File: src/rtl/ifetch.sv
// Instruction fetch front end for the synchronous program ROM.
// Keeps the PC, drives the ROM address, tags returned words with their PC and
// buffers them in a small FIFO for decode (valid/ready). Branch redirect flushes
// everything in flight. Optional HALT-opcode stop is enabled by defining the
// macro IFETCH_HALT_EN; without it halted is tied low and fetch never stops.
module ifetch #(
  parameter int unsigned       ADDR_W   = 16,
  parameter int unsigned       INSTR_W  = 32,
  parameter logic [ADDR_W-1:0] RESET_PC = '0,
  parameter int unsigned       DEPTH    = 2
) (
  input  logic               clk,
  input  logic               rst,
  output logic [ADDR_W-1:0]  prom_addr,
  input  logic [INSTR_W-1:0] prom_instruction,
  input  logic               redirect_valid,
  input  logic [ADDR_W-1:0]  redirect_addr,
  output logic               out_valid,
  input  logic               out_ready,
  output logic [INSTR_W-1:0] out_instruction,
  output logic [ADDR_W-1:0]  out_pc,
  output logic               halted
);

  localparam int unsigned     PTR_W     = $clog2(DEPTH);
  localparam int unsigned     CNT_W     = $clog2(DEPTH + 1);
  localparam logic [CNT_W:0]  DEPTH_OCC = (CNT_W + 1)'(DEPTH);

  logic [ADDR_W-1:0]  pc_q;
  logic [ADDR_W-1:0]  tag_q;
  logic               inflight_q;
  logic [CNT_W-1:0]   count_q;
  logic [CNT_W-1:0]   count_d;
  logic [PTR_W-1:0]   rd_ptr_q;
  logic [PTR_W-1:0]   wr_ptr_q;
  logic [INSTR_W-1:0] buf_instr_q [DEPTH];
  logic [ADDR_W-1:0]  buf_pc_q    [DEPTH];

  logic               push;
  logic               pop;
  logic               issue;
  logic [CNT_W:0]     occ;

`ifdef IFETCH_HALT_EN
  logic halted_q;
  logic halt_op;

  assign halt_op = (prom_instruction[INSTR_W-1 -: 6] == 6'h3F);
  assign halted  = halted_q;

  // Set on pushing a HALT word; only redirect or reset releases fetch.
  always_ff @(posedge clk or posedge rst) begin
    if (rst) begin
      halted_q <= 1'b0;
    end else if (redirect_valid) begin
      halted_q <= 1'b0;
    end else if (push && halt_op) begin
      halted_q <= 1'b1;
    end
  end
`else
  assign halted = 1'b0;
`endif

  // Credit check: occupancy after this edge must leave room for a word issued now.
  always_comb begin
    pop     = out_valid & out_ready;
    // While halted, anything still in flight was fetched after the HALT word.
    push    = inflight_q & ~redirect_valid & ~halted;
    occ     = {1'b0, count_q} + {{CNT_W{1'b0}}, push} - {{CNT_W{1'b0}}, pop};
    issue   = ~halted & ~redirect_valid & (occ < DEPTH_OCC);
    count_d = occ[CNT_W-1:0];
  end

  // Head of the buffer and ROM address are pure views of registered state.
  always_comb begin
    prom_addr       = pc_q;
    out_valid       = (count_q != '0);
    out_instruction = buf_instr_q[rd_ptr_q];
    out_pc          = buf_pc_q[rd_ptr_q];
  end

  // PC, in-flight tracking and FIFO bookkeeping; redirect wins over everything.
  always_ff @(posedge clk or posedge rst) begin
    if (rst) begin
      pc_q       <= RESET_PC;
      tag_q      <= RESET_PC;
      inflight_q <= 1'b0;
      count_q    <= '0;
      rd_ptr_q   <= '0;
      wr_ptr_q   <= '0;
    end else if (redirect_valid) begin
      pc_q       <= redirect_addr;
      inflight_q <= 1'b0;
      count_q    <= '0;
      rd_ptr_q   <= '0;
      wr_ptr_q   <= '0;
    end else begin
      inflight_q <= issue;
      count_q    <= count_d;
      if (issue) begin
        pc_q  <= pc_q + ADDR_W'(1);
        tag_q <= pc_q;
      end
      if (push) begin
        wr_ptr_q <= wr_ptr_q + PTR_W'(1);
      end
      if (pop) begin
        rd_ptr_q <= rd_ptr_q + PTR_W'(1);
      end
    end
  end

  // Buffer storage; contents need no reset since count gates visibility.
  always_ff @(posedge clk) begin
    if (push) begin
      buf_instr_q[wr_ptr_q] <= prom_instruction;
      buf_pc_q[wr_ptr_q]    <= tag_q;
    end
  end

endmodule

File: config.mk
export PLATFORM = sky130hd
export DESIGN_NAME = ifetch
export DESIGN_NICKNAME = d
export VERILOG_FILES = /design/src/rtl/ifetch.sv
export SDC_FILE = /design/constraint.sdc
export NUM_CORES = 1
export LEC_CHECK = 0
export ABC_CLOCK_PERIOD_IN_PS = 4000
export CAP_MARGIN = 30
export CORE_UTILIZATION = 36
export DETAILED_ROUTE_END_ITERATION = 8
export SYNTH_ARGS = -nofsm -noshare
export SYNTH_HDL_FRONTEND = slang
export SYNTH_SLANG_ARGS = --single-unit
File: constraint.sdc
create_clock -name clk -period 4 [get_ports clk]
set_input_delay 0.8 -clock clk [delete_from_list [all_inputs] [get_ports clk]]
set_output_delay 0.8 -clock clk [all_outputs]
set_load 0.01 [all_outputs]
==> impl_metrics.toml <==
[detailed_routing]
wire_per_inst_um = 16.0
vias = 3027
drt-total-wl_um = 10300
firstDrtPassIters = 4
drtIter0Drc = 122
drc = 0
ant_nets = 0
vias_per_cell = 4.71

[sta]
finalCritPeriodShare_pct = 83.3
setup_tns_ps = 0
max_freq_mhz = 300
slew_viol_final = 0
fin_ws_ps = 667
relSlewSlack_pct = 51.0
worstMarginPinSlew_ps = 735
finalClockSkew_ps = 5.25
final-setup-viol-count = 0
rsz0062_at_grt = "no"
min_period_ps = 3330
final_hold_viol_count = 0

[job]
maxCapViolations = 0

[clocking]
cts_max_path_buffers = 2
insertion_delay_ps = 410
cts_buffers = 17
cts_resized = 0
cts_sinks = 133
holdBufCountCts = 0
cts.htree.levels = 4
clkSlewWorstSetupHoldPaths_ps = 50
post_cts_buffers = 0
cts_tree = "built"
cts_root_buf = "clkbuf_16"

[pwr]
power_leakage_nw = 2.62
power.total_w = 0.00509
switchingPower_w = 0.00138
p_comb_share_pct = 30.3
swShare_pct = 27.0
clock_power_share_pct = 30.2
irDropWorstVdd_uv = 334
p_per_area_nw_per_um2 = 693
p_seq_share_pct = 39.5
p_int_w = 0.00372

[worst_setup_path]
worstSetupStartpointType = "primary input"
cp_top_family = "adder cells"
crit_path_top_delay_cell = "fa_1"
worst-path-buf-inv = 2
cp.arrival_ps = 3620
critPathCaptureType = "register"
crit_chain = "clkdlybuf4s50_1, nand2b_1, ha_1, inv_1, ha_1, fa_1, nand3b_1, nor4_4, a31oi_1, o31a_1"
timing.critical_path.mode_cell = "ha_1"
critical_path.max_fanout = 7
critPathMaxStageDelay_ps = 560
path_class = "primary input to register"
worstPathRequired_ps = 4290

[yosys]
synth_common_cells = "edfxtp_1 (96), mux2_2 (65), dfrtp_1 (37)"
yosysSeqAreaShare_pct = 71.9
ys.flop_type = "edfxtp_1"
ys_top_cells_by_area = "edfxtp_1 (54%), dfrtp_1 (17%), mux2_2 (14%), xnor2_1 (1.5%), nand2_1 (1.1%)"
syn_area_sq_um = 5300
post_synth_num_cell_types = 42
synth_most_common_cell = "edfxtp_1"
synth_edf_count = 96
synth_nets = 373
synth-async-reset-ratio_pct = 27.8
synth_top_area_share_pct = 54.4
ys_warn_count = 0
post-synth-top-area-cell = "edfxtp_1"
synth_seq_cells = 133
netlist_instances = 317
avgSynthCellArea_sq_um = 16.7

[floorplanning]
core.rowCount = 43
die_y_um = 123
start_util_pct = 37.6
die_w_um = 123
core_area_sq_um = 14100
die_area_sq_um = 15200
io_pins = 118

[layout]
drive_gt1_share_pct = 24.8
nets = 506
areaGrowthSynthToFinish_pct = 38.7
post-route-cell-area_sq_um = 7350
final_core_util_pct = 52.1
insertedDiodeCount = 0

[global_routing]
grt_first_pass_wirelength_um = 16100
grt_util_all_layers_pct = 14.5
antenna_found_initial = 0
grt_max_degree = 49
grt_remaining_overflow = 0
grt_pass1_vias = 3224

[placement]
post-place-ws_ps = 235
io_buffers = 116
place_congestion = 0.739
place_area_sq_um = 6740
dp_hpwl_um = 6710

[hold_path]
min_path_type = "register to register"

[outcome]
status = "completed"
## per-layer routing
layer | track usage (%) | wire length, um | share of wire, %
met4 | 7.53 | 192 | 1.9
met2 | 22.4 | 4730 | 46
met1 | 18.7 | 4720 | 46
met5 | 0 | 0 | 0
met3 | 3.69 | 635 | 6.2
## cell type report
| type | count | area (sq um) |
|---|---|---|
| clock inverters | 7 | 61.3 |
| well taps | 180 | 225 |
| inverters | 7 | 26.3 |
| repair buffers | 126 | 1250 |
| multi-input cells | 165 | 1430 |
| fillers | 1187 | 6750 |
| flip-flops and latches | 133 | 3810 |
| clock buffers | 25 | 548 |
## power by group through the flow
stage	sequential, W	combinational (W)	clock, W
finish	0.00201	0.00154	0.00154
detailed placement	0.00204	0.00156	0
global placement	0.00202	0.00155	0
global route	0.00205	0.00167	0.00163
floorplan	0.00197	0.000920	0
CTS	0.00202	0.00157	0.00157
## path summary, 6_finish.rpt
check	slack (ps)	endpoint	from	depth (start not counted)
max	670	prom_addr[15]	redirect_valid	10
min	470	buf_pc_q[0][13]	tag_q[13]	0
max reg2reg	720	prom_addr[15]	count_q[1]	10
min reg2reg	470	buf_pc_q[0][13]	tag_q[13]	0
max in group asynchronous	2420	prom_addr[1]	rst	3
min in group asynchronous	830	prom_addr[3]	rst	2
## cells in the final DEF, fill, tap and decap left out, types with 3 or more instances in the layout
master / synthesis / layout
dfrtp_1: 37 / 36
clkbuf_8: 0 / 5
clkinv_2: 0 / 5
xnor2_1: 9 / 9
mux2_2: 65 / 65
o21ai_0: 8 / 8
nand3_1: 5 / 5
inv_1: 7 / 7
mux2i_1: 4 / 4
clkdlybuf4s50_1: 0 / 116
nor2_1: 9 / 7
and2_1: 3 / 3
nand2_1: 16 / 16
nand2b_1: 4 / 4
nor2b_1: 5 / 5
buf_4: 1 / 9
nor3b_1: 3 / 3
ha_1: 3 / 3
clkbuf_16: 0 / 19
nor4_1: 3 / 3
edfxtp_1: 96 / 96
## per-stage QoR
step	std cells	hold slack, ps
final	643	468
after global routing	643	480
after CTS	643	472
after detailed placement	611	459
after global placement	611	448
after floorplan	317	438
## cells by family after synthesis
group | synth area share, %
AO/OA/AOI/OAI | 2.20
XOR/XNOR | 1.96
adder cells (fa/ha/maj) | 1.09
buffers and inverters | 1.44
flip-flops | 71.9
multiplexers | 14.6
other | 0.0708
AND/OR/NAND/NOR | 6.76
## registers in the layout, summed over array words and instances, names as in the netlist
name	count
buf_instr_q	64
buf_pc_q	32
count_q	2
inflight_q	1
prom_addr	16
rd_ptr_q	1
tag_q	16
wr_ptr_q	1
(Power assumes the default switching activity.)
==> patch 1, RTL diff (config.mk and constraints unchanged) <==
The parameter `DEPTH` goes from 2 to 4.
--- a/src/rtl/ifetch.sv
+++ b/src/rtl/ifetch.sv
@@ -7,7 +7,7 @@
   parameter int unsigned       ADDR_W   = 16,
   parameter int unsigned       INSTR_W  = 32,
   parameter logic [ADDR_W-1:0] RESET_PC = '0,
-  parameter int unsigned       DEPTH    = 2
+  parameter int unsigned       DEPTH    = 4
 ) (
   input  logic               clk,
   input  logic               rst,
Function: changed (Yosys sat finds a counterexample within 4 cycles, from zero or initial values and one cycle with rst high).
==> patch 1 against the unedited design <==
Worst setup slack improved by 0.0022 ns. Sequential cell count rose by 99. Combinational power rose by 23%. Power rose by 39%. Global-route usage fell by 0.19 points. Core utilization fell by 5.6 points. Wire length rose by 74%. Cell area rose by 54%. Via count rose by 53%. Non-clock buffer count rose by 1. Area after synthesis rose by 69%. Clock power rose by 31%. Critical endpoint is now prom_addr[6]. Largest power group unchanged.
==> patch 1: results (changes against the unedited design) <==
metric,value,unit,change
fillers,2108,,"was 1,187"
ir_drop,0.000330,V,was 0.000334 V
antenna_cells,0,,unchanged
wl_met1,8.05,mm,was 4.72 mm
synth-edff-count,192,,was 96
skew,0.00767,ns,was 0.00525 ns
place_congestion,0.864,,was 0.739
fin_nets,643,,was 506
drive_gt1_share,19.2,%,was 24.8%
cts_buffers,25,,was 17
startpoint,count_q[1],,was redirect_valid
grt_pass1_wl,28.4,mm,was 16.1 mm
muxShareOfSynthArea,14.2,%,was 14.6%
synthesis.nets,509,,was 373
synthTopCellsByCount,"edfxtp_1, mux4_2, dfrtp_1",,"was edfxtp_1, mux2_2, dfrtp_1"
met2_length,8.45,mm,was 4.73 mm
critPathMaxFanout,11,,was 7
grtUsageMet3,2.78,%,was 3.69%
status,"finished, final reports clean",,unchanged
drt_iter0_markers,312,,was 122
grt_use_met1,20.1,%,was 18.7%
grt_max_degree,35,,was 49
synth_cell_types,41,,was 42
grt_pass1_vias,4952,,"was 3,224"
synth_compound_area_share,3.00,%,was 2.20%
p_leak,3.74,nW,was 2.62 nW
h-tree-depth,1,,was 4
wl,17.9,mm,was 10.3 mm
globalRouteMet2Util,23.2,%,was 22.4%
synthArstFlopShare,17.2,%,was 27.8%
tightest_slew,0.869,ns,was 0.735 ns
cts_buffer_depth,3,,was 2
hold_path_startpoint,tag_q[3],,was tag_q[13]
wl_met3,1.07,mm,was 635 µm
grt.total_usage,14.3,%,was 14.5%
synth_xor_area_share,0.683,%,was 1.96%
placed_area,10600,µm²,was 6740 µm²
yosys.area_share.adder,1.48,%,was 1.09%
ys_seq_area_share,75.4,%,was 71.9%
cp_data_arrival_time,3.77,ns,was 3.62 ns
ys_warn_count,0,,unchanged
largestRegisters,"buf_instr_q x128, buf_pc_q x64",,"was buf_instr_q x64, buf_pc_q x32"
vias,4626,,"was 3,027"
clock_latency,0.51,ns,was 0.41 ns
==> patch 1: cell count changes in the layout (fill, tap and decap cells not counted), moves of 8 or more <==
cell | before | now
clkinv_1 | 0 | 9
edfxtp_1 | 96 | 192
mux2_2 | 65 | 14
mux4_2 | 0 | 48
o211ai_1 | 0 | 10
o311ai_0 | 0 | 8
==> patch 1: cell families after synthesis <==
kind of cell               Yosys count
other                                1
xor gates and xnor gates             7
DFF                                232
AOI/OAI and AO/OA                   36
buffers and inverters               33
muxes                               65
adders and majority gates           10
and+or+nand+nor                     63
==> patch 1: worst paths after layout <==
check / to / slack [ns]
max in group asynchronous: tag_q[13] / 2.41
min in group asynchronous: tag_q[0] / 0.82
min reg2reg: buf_pc_q[1][3] / 0.53
min: buf_pc_q[1][3] / 0.53
max: prom_addr[6] / 0.67
max reg2reg: prom_addr[6] / 0.67
==> patch 1: where the power goes <==
part,internal (mW),switching (mW)
sequential,2.97,0.236
clock,1.15,0.860
combinational,1.02,0.863
total,5.14,1.96
==> patch 1: layout make-up <==
type	count	area, µm²	area share, %
sequential	232	6770	59.7
clock buffer	31	648	5.72
tap	324	405	3.58
clock inverter	14	68.8	0.607
timing repair buffer	127	1330	11.7
inverter	13	48.8	0.430
multi-input combinational	182	2060	18.2
==> patch 1: critical path: stages, from the launching register on <==
cell     delay (ns)
dfrtp_1        0.41
or3_1          0.43
and2_1         0.22
ha_1           0.28
inv_1          0.04
ha_1           0.21
fa_1           0.46
nor3_2         0.34
nor2_1         0.24
or4_1          0.52
nand3_1        0.11
==> patch 1: stage by stage <==
step                hold WS [ns]  std cells
finish                     0.529        923
global route               0.540        923
CTS                        0.526        923
detailed placement         0.513        878
global placement           0.491        878
floorplan                  0.471        447
==> patch 2, RTL diff (same settings) <==
Made on the original files. Build with the macro `IFETCH_HALT_EN` defined.
--- a/src/rtl/ifetch.sv
+++ b/src/rtl/ifetch.sv
@@ -3,6 +3,8 @@
 // buffers them in a small FIFO for decode (valid/ready). Branch redirect flushes
 // everything in flight. Optional HALT-opcode stop is enabled by defining the
 // macro IFETCH_HALT_EN; without it halted is tied low and fetch never stops.
+`define IFETCH_HALT_EN
+
 module ifetch #(
   parameter int unsigned       ADDR_W   = 16,
   parameter int unsigned       INSTR_W  = 32,
Behaviour: not the same (Yosys sat finds a counterexample within 4 cycles, from zero or initial values and one cycle with rst high).
==> patch 2 against the unedited design <==
Synthesized cell count is 0.32% higher. Power is 1.0% lower. Via count is 1.7% higher. Clock skew hardly changed. Worst setup slack better by 0.082 ns. Area after synthesis is 0.59% higher. Cell area is 0.15% lower. Sequential cell count is 1 higher. Wire length is 1.8% higher. First-iteration DRC count is 59% higher. Sequential share of layout area is 0.42 points higher. Largest cell class unchanged. Largest power group unchanged.
==> patch 2: results (changes against the unedited design) <==
metric,value,unit,change
post_drt_wl_per_cell,16.2,µm,was 16.0 µm
grt.total_usage,14.6,%,was 14.5%
port_buffers,117,,was 116
dpl.hpwl,7.07,mm,was 6.71 mm
place_congestion,0.735,,was 0.739
skew,0.00477,ns,was 0.00525 ns
cts_setup_buffers,0,,unchanged
antenna_cells,0,,unchanged
p_leak,2.62,nW,about the same
drive_gt1_share,23.6,%,was 24.8%
synthTopCellsByCount,"edfxtp_1, mux2_2, dfrtp_1",,unchanged
dp.cells,614,,was 611
status,"finished, final reports clean",,unchanged
postSynthAreaPerCell,16.8,µm²,was 16.7 µm²
synth_cell_types,39,,was 42
synthesis.nets,374,,was 373
grt_max_degree,42,,was 49
vias,3078,,"was 3,027"
ys_warn_count,0,,unchanged
drt_iter0_markers,194,,was 122
cp_data_arrival_time,3.55,ns,was 3.62 ns
tightest_slew,0.554,ns,was 0.735 ns
critPathMaxFanout,8,,was 7
cp_top_family,simple AND/OR/NAND/NOR gates,,was adder cells
wl,10.5,mm,was 10.3 mm
synth_cells,318,,was 317
drtPass1Iterations,6,,was 4
grt_pass1_wl,16.0,mm,was 16.1 mm
switchingPower,1.41,mW,was 1.38 mW
ys_seq_area_share,72.0,%,was 71.9%
cpPeakStageDelay,0.49,ns,was 0.56 ns
fin_nets,505,,was 506
synth_area_leaders,"edfxtp_1, dfrtp_1, mux2_2",,unchanged
synthArstFlopShare,28.4,%,was 27.8%
-- patch 2: final timing paths --
kind | startpoint | to | slack [ns] | cells after the start
min in group asynchronous | rst | tag_q[15] | 0.82 | 3
hold reg to reg | tag_q[2] | buf_pc_q[0][2] | 0.47 | 0
setup / recovery | count_q[1] | prom_addr[13] | 0.75 | 10
hold / removal | tag_q[2] | buf_pc_q[0][2] | 0.47 | 0
max in group asynchronous | rst | rd_ptr_q | 2.81 | 3
setup reg to reg | count_q[1] | prom_addr[13] | 0.75 | 10
-- patch 2: metrics by stage --
step,util (%),instance area (µm²),power [mW],setup WS (ns)
final,50.7,7330,5.04,0.749
after global placement,46.7,6770,3.57,0.381
after global routing,50.7,7330,5.31,0.610
after CTS,50.7,7330,5.11,0.711
after floorplan,-,5330,2.94,0.108
after detailed placement,46.7,6770,3.61,0.328
-- patch 2: logic make-up (layout without fill, tap and decap cells) --
logic type / Yosys count / count (layout) / share of synthesized area (%)
flops: 134 / 134 / 72.0
fa+ha+maj: 4 / 4 / 1.08
xor+xnor: 11 / 11 / 2.16
simple gates: 58 / 58 / 6.46
compound gates: 22 / 22 / 2.49
buf+inv: 22 / 166 / 1.76
mux: 67 / 67 / 14.1
-- patch 2: layout make-up --
type | instances | area (µm²)
Clock buffer | 22 | 464
Clock inverter | 10 | 104
Fill cell | 1243 | 7140
Inverter | 10 | 37.5
Multi-Input combinational cell | 162 | 1420
Sequential cell | 134 | 3830
Tap cell | 184 | 230
Timing Repair Buffer | 124 | 1250
-- patch 2: metal layers --
layer  wire length [µm]  global-route usage [%]  share of wire, %
met1               4670                    18.5                45
met2               4840                    22.4                46
met3                715                    4.62               6.8
met4                235                    7.83               2.2
met5                  0                       0                 0
-- patch 2: power by group through the flow --
stage | clock network [mW] | logic (mW) | registers [mW]
floorplan | 0 | 0.955 | 1.98
global placement | 0 | 1.55 | 2.02
detailed placement | 0 | 1.58 | 2.03
CTS | 1.51 | 1.59 | 2.01
global route | 1.58 | 1.70 | 2.04
finish | 1.48 | 1.56 | 2.00
